$ cat config.mk
export PLATFORM = sky130hd
export DESIGN_NAME = seq_priority_encoder
export DESIGN_NICKNAME = d
export VERILOG_FILES = /design/src/rtl/seq_priority_encoder.sv
export SDC_FILE = /design/constraint.sdc
export NUM_CORES = 1
export LEC_CHECK = 0
export ABC_AREA = 0
export BUFFER_PORTS_ARGS = -buffer_cell sky130_fd_sc_hd__buf_2
export CAP_MARGIN = 20
export CELL_PAD_IN_SITES_DETAIL_PLACEMENT = 1
export CELL_PAD_IN_SITES_GLOBAL_PLACEMENT = 1
export CORE_ASPECT_RATIO = 1.1
export CORE_MARGIN = 2
export CORE_UTILIZATION = 40
export CTS_CLUSTER_SIZE = 14
export DETAILED_ROUTE_END_ITERATION = 8
export PLACE_DENSITY = 0.91
export SLEW_MARGIN = 5
export SYNTH_ARGS = -nofsm -noshare
export SYNTH_HDL_FRONTEND = slang
export SYNTH_SLANG_ARGS = --single-unit
$ cat constraint.sdc
create_clock -name clk -period 3.5 [get_ports clk]
set_input_delay 0.525 -clock clk [delete_from_list [all_inputs] [get_ports clk]]
set_output_delay 0.525 -clock clk [all_outputs]
set_load 0.01 [all_outputs]
$ cat src/rtl/seq_priority_encoder.sv
// seq_priority_encoder
//   Accepts an N-bit request vector over a valid/ready handshake, holds it in a
//   pending register and emits the index of every set bit as a stream of beats,
//   one per accepted output transfer, in priority order. MSB_FIRST selects whether
//   the highest or the lowest set index is served first. An all-zero vector is
//   accepted and discarded, and that is flagged with a one-cycle zero_drop pulse.
//
//   Every output comes straight from a flop. The next index and last flag are
//   precomputed from the next pending value, so neither in_vec nor out_ready has
//   a combinational path to any output.

module seq_priority_encoder #(
    parameter int N         = 8,
    parameter bit MSB_FIRST = 1'b1
) (
    input  logic                 clk,
    input  logic                 rst,
    input  logic                 in_valid,
    output logic                 in_ready,
    input  logic [N-1:0]         in_vec,
    output logic                 out_valid,
    input  logic                 out_ready,
    output logic [$clog2(N)-1:0] out_idx,
    output logic                 out_last,
    output logic                 zero_drop
);

    localparam int W = $clog2(N);

    localparam logic [N-1:0] ZERO_V = {N{1'b0}};
    localparam logic [N-1:0] ONE_V  = {{(N-1){1'b0}}, 1'b1};

    typedef enum logic [0:0] {
        IDLE = 1'b0,
        SCAN = 1'b1
    } state_t;

    // Index of the bit that is served first. Every bit is scanned, so the
    // result is always below N, even when N is not a power of two.
    function automatic logic [W-1:0] prio_idx(input logic [N-1:0] v);
        logic [W-1:0] idx_v;
        idx_v = {W{1'b0}};
        if (MSB_FIRST) begin
            // Ascending scan: the last set bit found (the highest) wins.
            for (int i = 0; i < N; i++) begin
                idx_v = v[i] ? W'(i) : idx_v;
            end
        end else begin
            // Descending scan: the last set bit found (the lowest) wins.
            for (int i = N - 1; i >= 0; i--) begin
                idx_v = v[i] ? W'(i) : idx_v;
            end
        end
        return idx_v;
    endfunction

    // True when exactly one bit of v is set.
    function automatic logic single_bit(input logic [N-1:0] v);
        return (v != ZERO_V) && ((v & (v - ONE_V)) == ZERO_V);
    endfunction

    state_t         state_r;
    state_t         state_nxt_s;
    logic [N-1:0]   pend_r;
    logic [N-1:0]   pend_nxt_s;
    logic [N-1:0]   clr_mask_s;
    logic [W-1:0]   out_idx_r;
    logic           out_last_r;
    logic           out_valid_r;
    logic           zero_drop_r;
    logic           zero_drop_nxt_s;

    // One-hot mask for the bit being served in the current beat.
    always_comb begin
        clr_mask_s = ONE_V << out_idx_r;
    end

    // Next-state, next-pending and zero-drop decode.
    always_comb begin
        state_nxt_s     = state_r;
        pend_nxt_s      = pend_r;
        zero_drop_nxt_s = 1'b0;
        case (state_r)
            IDLE: begin
                if (in_valid) begin
                    if (in_vec != ZERO_V) begin
                        pend_nxt_s  = in_vec;
                        state_nxt_s = SCAN;
                    end else begin
                        zero_drop_nxt_s = 1'b1;
                    end
                end else begin
                    state_nxt_s = IDLE;
                end
            end
            SCAN: begin
                if (out_ready) begin
                    pend_nxt_s = pend_r & ~clr_mask_s;
                    if (out_last_r) begin
                        state_nxt_s = IDLE;
                    end else begin
                        state_nxt_s = SCAN;
                    end
                end else begin
                    pend_nxt_s = pend_r;
                end
            end
            default: begin
                state_nxt_s = IDLE;
                pend_nxt_s  = ZERO_V;
            end
        endcase
    end

    // State, pending vector and registered outputs; reset wins over any transfer.
    always_ff @(posedge clk) begin
        if (rst) begin
            state_r     <= IDLE;
            pend_r      <= ZERO_V;
            out_valid_r <= 1'b0;
            out_idx_r   <= {W{1'b0}};
            out_last_r  <= 1'b0;
            zero_drop_r <= 1'b0;
        end else begin
            state_r     <= state_nxt_s;
            pend_r      <= pend_nxt_s;
            out_valid_r <= (state_nxt_s == SCAN);
            out_idx_r   <= prio_idx(pend_nxt_s);
            out_last_r  <= single_bit(pend_nxt_s);
            zero_drop_r <= zero_drop_nxt_s;
        end
    end

    // Port drive; in_ready is decoded from the state register alone.
    always_comb begin
        in_ready  = (state_r == IDLE);
        out_valid = out_valid_r;
        out_idx   = out_idx_r;
        out_last  = out_last_r;
        zero_drop = zero_drop_r;
    end

endmodule

Yosys cells after proc, flatten, opt, wreduce, memory -nomap -nowiden
Cells that the tools add are included.
- output and inout port bits: 7
- register bits: 14
- input bits: 12
- logic and storage cells: 34
- shift-type cells: 1
- reduce and logical (&&, ||, !) cells: 5
- multiplexer cells: 17
- bitwise gates (word level): 5
- $add $sub $neg: 1
- operator list (cell ; count):
    $mux 8 ; 3
    $and 8x8->8 ; 2
    $pmux 8 s2 ; 1
    $reduce_bool 8->1 ; 2
    $mux 3 ; 4
    $logic_not 8->1 ; 1
    $not 8->8 ; 1
    $shl 1x3->8 const A ; 1
    $sub 8x1->8 const B ; 1
    $mux 1 ; 6
    $mux 2 ; 2
    $reduce_or 3->1 ; 1
    $not 1->1 ; 2
    $pmux 1 s2 ; 1
    $logic_and 1x1->1 ; 1

Longest topological paths before layout
Gate-level depths: netlist of run 1.
- word-level depth: 12
- mapped depth: 8
- depth with buffers taken out: 7

Least setup slack after synthesis of run 1
No wires, ideal clock.
- path kind: input port to flip-flop
- from: input port in_vec[7]
- to: register out_last_r (netlist: out_last)
- buffers on the path: 0
- setup slack: 1.419 ns
- setup time: 0.079 ns
- cell stages on the path: 7
- required time: 3.421 ns
- arrival time: 2.002 ns
- cell sequence: nor4_4 a211oi_1 or3_4 and4bb_1 xor2_1 nand2_1 a211oi_2
- cells in the longest elaborated chain, start to end: 8
- elaborated cells between the ends (all ways): 9
- those cells by class: 1 x add/sub; 3 x mux; 1 x bitwise; 4 x reduce/logical
- RTL lines (element ; line ; source):
    from (decl) ; 20 ; input logic [N-1:0] in_vec,
    $reduce_bool 8->1 ; 86 ; if (in_vec != ZERO_V) begin
    $mux 8 (*) ; 86 ;
    $mux 8 (*) ; 85 ; if (in_valid) begin
    $pmux 8 s2 (*) ; 83 ; case (state_r)
    $sub 8x1->8 ; 59 ; return (v != ZERO_V) && ((v & (v - ONE_V)) == ZERO_V);
    $and 8x8->8 ; 59 ;
    $logic_not 8->1 ; 59 ;
    $logic_and 1x1->1 (*) ; 59 ;
    to (signal assigned) ; 129 ; out_last_r <= single_bit(pend_nxt_s);
    to (decl) ; 68 ; logic out_last_r;
Mark *: on every way between the ends. The rest lies on a longest branch, timed or not.
A chain may end at the register's enable or synchronous reset.

==> results.sh, run 1 <==
export IMPL_status="finished clean"
export IMPL_p_comb_share_pct=29.1
export IMPL_clock_sinks=14
export IMPL_period_minus_slack_ns=2.21
export IMPL_final_common_cell="buf_2"
export IMPL_dpl_hpwl_um=1730
export IMPL_drive_above_1_share_pct=26.5
export IMPL_yosysSeqAreaShare_pct=35.7
export IMPL_seqPwrFrac_pct=47.4
export IMPL_dpl_cell_area_um2=895
export IMPL_rows=16
export IMPL_drc=0
export IMPL_yosysTopAreaCell="dfxtp_1"
export IMPL_grt_overflow=0
export IMPL_vias=796
export IMPL_leakagePower_nw=0.359
export IMPL_cp_startpoint="out_valid$_SDFF_PP0_"
export IMPL_drt_iter0_markers=12
export IMPL_p_total_mw=0.390
export IMPL_initial_utilization_pct=43.1
export IMPL_post_route_period_util_pct=63.0
export IMPL_grt_pass1_vias=832
export IMPL_swShare_pct=33.4
export IMPL_grt_first_pass_wirelength_um=3570
export IMPL_insertion_delay_ns=0.27
export IMPL_hold_ws_ns=0.571
export IMPL_crit_fanout=11
export IMPL_port_buffers=18
export IMPL_gp_congestion=0.808
export IMPL_hold_class="input port to flop"
export IMPL_clockBufferDepth=2
export IMPL_cts_buffers=3
export IMPL_synthesis_nets=106
export IMPL_area_delta_synth_final_pct=16.7
export IMPL_crit_slowest_cell="dfxtp_1"
export IMPL_die_h_um=50.5
export IMPL_fp_dieW_um=46.3
export IMPL_r2r_start="out_valid$_SDFF_PP0_"
export IMPL_drv_slew=0
export IMPL_htree_levels=1
export IMPL_fin_setup_tns_ns=0
export IMPL_antenna_found_initial=0
export IMPL_detail_route_antenna_nets=0
export IMPL_avgRoutedWirePerCell_um=15.7
export IMPL_worstPathCellList="nand3b_1 -> o32ai_1 -> o22a_2 -> and4bb_1 -> xor2_1 -> nand2_1 -> a211oi_2"
export IMPL_layout_setup_ws_ns=1.29
export IMPL_ir_worst_vdd_mv=0.162
export IMPL_yosys_area_top_type_share_pct=35.7
export IMPL_critPathKind="flop to flop"
export IMPL_dp_slack_ns=1.14
export IMPL_cts_resized=0
export IMPL_vias_per_cell=5.69
export IMPL_layout_common_cells="18 x buf_2, 14 x dfxtp_1, 12 x nand2_1"
export IMPL_design_core_area_um2=1820
export IMPL_worst_pin_slew_ns=0.490
export IMPL_place_inst=137
export IMPL_p_switching_mw=0.130
export IMPL_drt_pass1_iterations=4
export IMPL_num_io_pins=19
export IMPL_hold_violations=0
export IMPL_cts_tree="done"
export IMPL_instances_no_fill=140
export IMPL_grt_usage_pct=21.2
export IMPL_routed_wl_um=2200
export IMPL_cp_required_ns=3.70
export IMPL_finalSetupViolations=0
export IMPL_grt_setup_unrepaired="no"
export IMPL_cp_end_kind="flop"
export IMPL_powerDensity_nw_per_um2=426
export IMPL_utilization_pct=50.3
export IMPL_start_kind="flop"
export IMPL_synth_cell_type_count=32
export IMPL_yosysWarnings=0
export IMPL_p_int_mw=0.260
export IMPL_stdcell_area_um2=917
export IMPL_syn_mean_instance_area_um2=8.36
export IMPL_synthesis_instances=94
export IMPL_drv_cap=0
export IMPL_syn_area_um2=786
export IMPL_dieArea_um2=2340
export IMPL_max_stage_delay_ns=0.54
export IMPL_max_freq_mhz=453
export IMPL_ys_ff_latch=14
export IMPL_fill_cells=233
export IMPL_clk_pin_slew_ns=0.09
export IMPL_finalClockSkew_ns=0.00443
export IMPL_antennaDiodeCount=0
export IMPL_min_delay_start="in_valid"
export IMPL_pwr_share_clk_pct=23.5
export IMPL_grt_start_max_net_pins=15
export IMPL_synthTopCellsByArea="dfxtp_1 36%, nand2_1 5.7%, nor4_4 5.4%"
export IMPL_ctsHoldBuffers=0
export IMPL_clock_root_buffer="clkbuf_4"
export IMPL_cts_setup_buffers=0
export IMPL_cp_arrival_ns=2.41
export IMPL_layout_nets=127
export IMPL_slew_headroom_pct=67.1
## cell type report
type                    count  area (µm²)  share of cell area [%]
flip-flops and latches     14         280                    30.6
well taps                  27        33.8                    3.68
clock buffers               3        22.5                    2.46
repair buffers             18        90.1                    9.82
multi-input cells          76         483                    52.7
inverters                   2        7.51                   0.819
## cell usage after synthesis
master    count
o21ai_0       3
a21oi_1       8
clkbuf_1      1
o21ai_1       6
a211oi_1      3
a21oi_2       1
xor2_1        1
o32a_1        1
nor4_4        2
o31a_1        1
o211ai_1      1
nand3b_1      1
nand2b_4      1
nor3_1        4
buf_6         1
and4bb_1      1
nor2_1       10
a22o_1        1
a211oi_2      1
o22ai_1       1
and2_1        2
nand2b_1      4
or3_4         1
o22a_2        1
inv_1         2
o32ai_1       1
nor2b_1       4
nand3_1       1
dfxtp_1      14
nand2_1      12
and3b_2       2
a22oi_1       1
## power groups by stage
stage | registers [mW] | clock network (mW) | logic [mW]
after detailed placement | 0.188 | 0 | 0.111
after CTS | 0.185 | 0.0899 | 0.113
after global routing | 0.187 | 0.0963 | 0.126
final | 0.185 | 0.0918 | 0.114
after floorplan | 0.187 | 0 | 0.0745
after global placement | 0.187 | 0 | 0.107
## kinds of logic after synthesis
kind of cell              after synthesis  share of synthesized area, %
and+or+nand+nor                        45                          35.3
AOI/OAI and AO/OA                      30                          25.0
DFF                                    14                          35.7
buffers and inverters                   4                          2.87
xor gates and xnor gates                1                          1.11
## metal layers
layer | track usage, % | wire length (µm)
met1 | 23.3 | 890
met2 | 37.7 | 1190
met3 | 2.88 | 88
met4 | 10.5 | 34
met5 | 0 | 0
## path summary, 6_finish.rpt
kind / to / slack [ns] / cells after the start
worst max-delay path: out_last$_SDFF_PP0_ / 1.29 / 7
worst min register to register: pend_r[0]$_SDFF_PP0_ / 0.59 / 2
worst min-delay path: zero_drop$_SDFF_PP0_ / 0.57 / 3
worst max register to register: out_last$_SDFF_PP0_ / 1.29 / 7
## registers in the layout (all words and copies together), names as in the netlist
name,flops
zero_drop,1
out_idx,3
out_valid,1
out_last,1
pend_r,8
## critical path: cells and delay by family (launching register included)
kind | cells | cell delay (ns)
flops | 1 | 0.54
simple gates | 3 | 0.56
compound gates | 3 | 0.86
xor+xnor | 1 | 0.19
Power figures use the tool's default switching activity.
==> run 2, diff against run 1 <==
ABC_AREA = 1   (was 0)
CORE_UTILIZATION = 32   (was 40)
PLACE_DENSITY = 0.83   (was 0.91)
clock period = 2 ns   (was 3.5 ns; I/O delays follow)
==> results.sh, run 2 <==
export IMPL_status="finished clean"
export IMPL_worstPathCellList="inv_1 -> nor2_1 -> inv_1 -> nand2_1 -> nand2_2 -> nor2_2 -> nand2_1 -> nand3_1 -> nor2_1"
export IMPL_grt_usage_pct=18.5
export IMPL_worst_pin_slew_ns=0.466
export IMPL_cts_setup_buffers=0
export IMPL_clockBufferDepth=2
export IMPL_leakagePower_nw=0.568
export IMPL_synth_compound_area_share_pct=13.2
export IMPL_detail_route_antenna_nets=0
export IMPL_drv_cap=0
export IMPL_yosysMostFrequentCell="nand2_1"
export IMPL_max_freq_mhz=571
export IMPL_synth_cell_type_count=22
export IMPL_slew_headroom_pct=68.9
export IMPL_drive_above_1_share_pct=18.3
export IMPL_place_inst=198
export IMPL_antenna_found_initial=0
export IMPL_final_common_cell="nand2_1"
export IMPL_largest_register="pend_r"
export IMPL_instances_no_fill=202
export IMPL_hold_violations=0
export IMPL_synthMuxAreaShare_pct=0
export IMPL_area_delta_synth_final_pct=17.6
export IMPL_grt_pass1_vias=985
export IMPL_use_met2_pct=35.1
export IMPL_synthesis_instances=149
export IMPL_max_stage_delay_ns=0.62
export IMPL_die_h_um=59.3
export IMPL_synthSimpleGateAreaFrac_pct=44.8
export IMPL_grt_overflow=0
export IMPL_grt_use_met3_pct=2.27
export IMPL_ir_worst_vdd_mv=0.220
export IMPL_clock_root_buffer="clkbuf_4"
export IMPL_port_buffers=18
export IMPL_dieArea_um2=3220
export IMPL_clk_pin_slew_ns=0.09
export IMPL_layout_common_cells="49 x nand2_1, 26 x nor2_1, 21 x inv_1"
export IMPL_avgRoutedWirePerCell_um=13.2
export IMPL_rows=20
export IMPL_grt_met1_usage_pct=18.4
export IMPL_drt_pass1_iterations=4
export IMPL_yosysWarnings=0
export IMPL_hold_class="input port to flop"
export IMPL_synth_adder_area_share_pct=0
export IMPL_ctsHoldBuffers=0
export IMPL_routed_wl_um=2660
export IMPL_post_route_period_util_pct=87.5
export IMPL_drc=0
export IMPL_period_minus_slack_ns=1.75
export IMPL_synth_xor_area_share_pct=0
export IMPL_cts_resized=0
export IMPL_yosysTopAreaCell="dfxtp_1"
export IMPL_critPathKind="flop to flop"
export IMPL_clock_sinks=14
export IMPL_async_reset_ff_share_pct=0
export IMPL_cp_arrival_ns=1.95
export IMPL_vias_per_cell=4.74
export IMPL_drv_slew=0
export IMPL_grt_first_pass_wirelength_um=4150
export IMPL_layout_nets=182
export IMPL_drt_iter0_markers=4
export IMPL_ys_flop_type="dfxtp_1"
export IMPL_dpl_hpwl_um=2180
export IMPL_num_io_pins=19
export IMPL_antennaDiodeCount=0
export IMPL_grt_setup_unrepaired="no"
export IMPL_fin_setup_tns_ns=0
export IMPL_largest_reg_flops=8
export IMPL_powerDensity_nw_per_um2=724
export IMPL_synthTopCellsByArea="dfxtp_1 31%, nand2_1 21%, nor2_1 11%"
export IMPL_crit_slowest_cell="dfxtp_1"
export IMPL_gp_congestion=0.830
export IMPL_cts_tree="done"
export IMPL_htree_levels=1
export IMPL_cp_required_ns=2.20
export IMPL_yosysSeqAreaShare_pct=31.5
export IMPL_start_kind="flop"
export IMPL_cts_buffers=3
export IMPL_synthesis_nets=161
export IMPL_design_core_area_um2=2700
export IMPL_crit_fanout=10
export IMPL_cp_end_kind="flop"
export IMPL_initial_utilization_pct=33.0
export IMPL_top_usage_layer="met2"
export IMPL_ys_ff_latch=14
export IMPL_insertion_delay_ns=0.29
export IMPL_grt_start_max_net_pins=14
export IMPL_synth_edff_count=0
export IMPL_finalClockSkew_ns=0.00532
export IMPL_syn_mean_instance_area_um2=5.98
export IMPL_fp_dieW_um=54.3
export IMPL_finalSetupViolations=0
export IMPL_synth_top_cells_by_count="49 x nand2_1, 26 x nor2_1, 21 x inv_1, 14 x dfxtp_1, 8 x nand3_1"
export IMPL_syn_area_um2=891
export IMPL_synth_top_family_by_area="simple AND/OR/NAND/NOR gates"
export IMPL_yosys_area_top_type_share_pct=31.5
export IMPL_vias=957
==> run 2: changes by cell type in the layout (fill, tap and decap cells not counted), sizes merged, moves of 3 or more <==
cell / before / now
nor2b: 4 / 0
nor2: 10 / 28
a21oi: 9 / 6
nor3: 4 / 0
nand3: 1 / 8
nand2: 12 / 53
nand2b: 5 / 0
inv: 2 / 22
a211oi: 4 / 0
==> run 2: critical path: cells and delay by family, from the launching register on <==
family	cells	cell delay, ns
DFF	1	0.62
buffers and inverters	2	0.24
and+or+nand+nor	7	0.80
==> run 2: per-stage QoR <==
| stage | hold WS [ns] | util [%] | cell area [µm²] | power [mW] | setup WS [ns] |
|---|---|---|---|---|---|
| floorplan | 0.377 | - | 891 | 0.478 | 0.580 |
| global placement | 0.533 | 37.4 | 1010 | 0.542 | 0.300 |
| CTS | 0.294 | 38.8 | 1050 | 0.767 | 0.215 |
| global route | 0.308 | 38.8 | 1050 | 0.817 | 0.00346 |
| detailed placement | 0.539 | 37.4 | 1010 | 0.553 | 0.165 |
| finish | 0.302 | 38.8 | 1050 | 0.758 | 0.250 |
==> run 2: routing by layer <==
layer	wire length [µm]	part of all wire, %
met1	1120	42
met2	1390	52
met3	85	3.2
met4	63	2.4
met5	0	0
==> run 2: worst paths after layout <==
check | start | endpoint | slack [ns] | cells after the start
worst max register to register | out_valid$_SDFF_PP0_ | out_last$_SDFF_PP0_ | 0.25 | 9
worst min register to register | out_last$_SDFF_PP0_ | out_valid$_SDFF_PP0_ | 0.56 | 3
worst max-delay path | out_valid$_SDFF_PP0_ | out_last$_SDFF_PP0_ | 0.25 | 9
worst min-delay path | out_ready | out_valid$_SDFF_PP0_ | 0.30 | 4
==> run 2: power by group <==
part	leakage (nW)	switching (mW)	internal, mW
sequential	0.116	0.0236	0.302
combinational	0.431	0.143	0.0764
clock	0.0210	0.102	0.111
==> run 2: final cells by class <==
type | count | area [µm²]
fillers | 389 | 1660
multi-input cells | 111 | 517
flip-flops and latches | 14 | 280
repair buffers | 18 | 90.1
inverters | 22 | 82.6
well taps | 33 | 41.3
clock buffers | 4 | 36.3
==> run 2: logic make-up after synthesis <==
| kind of cell | count (synthesis) |
|---|---|
| AOI/OAI and AO/OA | 18 |
| buffers and inverters | 24 |
| DFF | 14 |
| and+or+nand+nor | 93 |
==> run 3, diff against run 2 <==
ABC_AREA = 0   (was 1)
CORE_UTILIZATION = 33   (was 32)
PLACE_DENSITY = 0.81   (was 0.83)
==> results.sh, run 3 (synthesis results as in run 1) <==
export IMPL_antennaDiodeCount=0
export IMPL_crit_slowest_cell="dfxtp_4"
export IMPL_hold_violations=0
export IMPL_min_to="zero_drop$_SDFF_PP0_"
export IMPL_drt_iter0_markers=11
export IMPL_port_buffers=18
export IMPL_cp_end_kind="flop"
export IMPL_r2r_start="out_valid$_SDFF_PP0_"
export IMPL_vias_per_cell=5.46
export IMPL_finalSetupViolations=0
export IMPL_avgRoutedWirePerCell_um=17.5
export IMPL_num_io_pins=19
export IMPL_routed_wl_um=2730
export IMPL_grt_overflow=0
export IMPL_met1Wirelength_um=1100
export IMPL_clk_pin_slew_ns=0.10
export IMPL_initial_utilization_pct=34.9
export IMPL_detail_route_antenna_nets=0
export IMPL_gp_congestion=0.787
export IMPL_dp_slack_ns=-0.114
export IMPL_ir_worst_vdd_mv=0.335
export IMPL_ctsHoldBuffers=0
export IMPL_wl_met3_um=79
export IMPL_clockBufferDepth=2
export IMPL_vias=851
export IMPL_r2r_end="out_last$_SDFF_PP0_"
export IMPL_drc=0
export IMPL_critPathBufInv=1
export IMPL_max_freq_mhz=521
export IMPL_max_stage_delay_ns=0.39
export IMPL_leakagePower_nw=0.433
export IMPL_start_kind="flop"
export IMPL_wl_met2_um=1460
export IMPL_status="finished clean"
export IMPL_period_minus_slack_ns=1.92
export IMPL_grt_first_pass_wirelength_um=4000
export IMPL_htree_levels=1
export IMPL_crit_family="compound AO/OA/AOI/OAI gates"
export IMPL_min_delay_start="in_valid"
export IMPL_stdcell_area_um2=1060
export IMPL_layout_setup_ws_ns=0.0823
export IMPL_largest_register="pend_r"
export IMPL_worst_pin_slew_ns=0.419
export IMPL_drive_above_1_share_pct=38.9
export IMPL_area_delta_synth_final_pct=34.4
export IMPL_crit_fanout=11
export IMPL_clock_root_buffer="clkbuf_4"
export IMPL_cts_setup_buffers=0
export IMPL_r2r_cells=8
export IMPL_insertion_delay_ns=0.29
export IMPL_largest_reg_flops=8
export IMPL_dpl_hpwl_um=1990
export IMPL_powerDensity_nw_per_um2=743
export IMPL_layout_common_cells="18 x buf_2, 13 x dfxtp_1, 12 x nand2_1, 12 x buf_4, 10 x nor2_1"
export IMPL_slew_headroom_pct=71.9
export IMPL_worstPathCellList="nand2b_4 -> a211oi_1 -> or3_4 -> buf_4 -> nand2b_1 -> o32a_1 -> o31a_1 -> a211oi_2"
export IMPL_grt_usage_pct=19.7
export IMPL_dieArea_um2=2790
export IMPL_cp_arrival_ns=2.14
export IMPL_clock_sinks=14
export IMPL_grt_pass1_vias=873
export IMPL_fp_dieW_um=50.5
export IMPL_antenna_found_initial=0
export IMPL_design_core_area_um2=2250
export IMPL_whs_path_depth=3
export IMPL_cts_buffers=3
export IMPL_rows=18
export IMPL_final_common_cell="buf_2"
export IMPL_finalClockSkew_ns=0.0119
export IMPL_top_layer="met4"
export IMPL_cp_required_ns=2.22
export IMPL_r2r_slack_ns=0.08
export IMPL_grt_start_max_net_pins=15
export IMPL_critPathKind="flop to flop"
export IMPL_post_route_period_util_pct=95.9
export IMPL_drv_cap=0
export IMPL_dpl_cell_area_um2=988
export IMPL_die_h_um=55.2
export IMPL_hold_class="input port to flop"
export IMPL_cts_tree="done"
export IMPL_layout_nets=139
export IMPL_drv_slew=0
export IMPL_drt_pass1_iterations=4
export IMPL_utilization_pct=46.9
[run 3: cell types whose count changed in the layout (fill, tap and decap cells not counted), sizes merged, moves of 3 or more]
cell and change:
a211oi +4, a21oi +3, nor2b +4, nand2 -41, nand3 -7, nand2b +5, buf +12, inv -20
nor3 +4, nor2 -18
[run 3: cell type report]
| class | instances | area, µm² |
|---|---|---|
| inverters | 2 | 7.51 |
| fillers | 286 | 1200 |
| multi-input cells | 76 | 510 |
| flip-flops and latches | 14 | 284 |
| repair buffers | 30 | 180 |
| clock buffers | 4 | 36.3 |
| well taps | 30 | 37.5 |
[run 3: routing by layer]
metal | vias up | GRT usage, %
met5 | - | 0
met4 | 0 | 13.5
met3 | 8 | 2.69
met2 | 20 | 37.7
met1 | 417 | 20.3
li1 | 406 | -
[run 3: what timing repair did]
action | in CTS | in global routing
pin swaps | 0 | 0
resized for setup | 2 | 5
setup endpoints to repair | 1 | 1
[run 3: power breakdown]
group | switching (mW) | internal (mW) | total [mW]
logic | 0.131 | 0.110 | 0.241
registers | 0.0251 | 0.303 | 0.328
clock network | 0.105 | 0.111 | 0.216
total | 0.261 | 0.523 | 0.784
[run 3: per-stage QoR]
stage	hold WS (ns)	total power [mW]	setup TNS, ns	instances
final	0.337	0.784	0	156
after global routing	0.350	0.821	-0.0343	156
after CTS	0.333	0.770	0	156
after detailed placement	0.522	0.559	-0.226	152
after global placement	0.522	0.544	-0.0339	152
after floorplan	0.372	0.458	0	94
[run 3: worst min-delay path: stages]
cell	delay [ns]
buf_2	0.14
nand2b_4	0.11
nor3_1	0.05
[run 3: worst max-delay path by stage]
stage | startpoint | endpoint | slack [ns] | depth (start not counted)
2_1_floorplan | in_vec[7] | out_last$_SDFF_PP0_ | 0.14 | 7
3_3_place_gp | in_vec[3] | out_idx[0]$_SDFF_PP0_ | -0.02 | 9
3_5_place_dp | in_vec[3] | out_idx[0]$_SDFF_PP0_ | -0.11 | 9
4_1_cts | out_valid$_SDFF_PP0_ | out_last$_SDFF_PP0_ | 0.05 | 7
5_1_grt | out_valid$_SDFF_PP0_ | out_last$_SDFF_PP0_ | -0.03 | 7
6_report | out_valid$_SDFF_PP0_ | out_last$_SDFF_PP0_ | 0.08 | 8
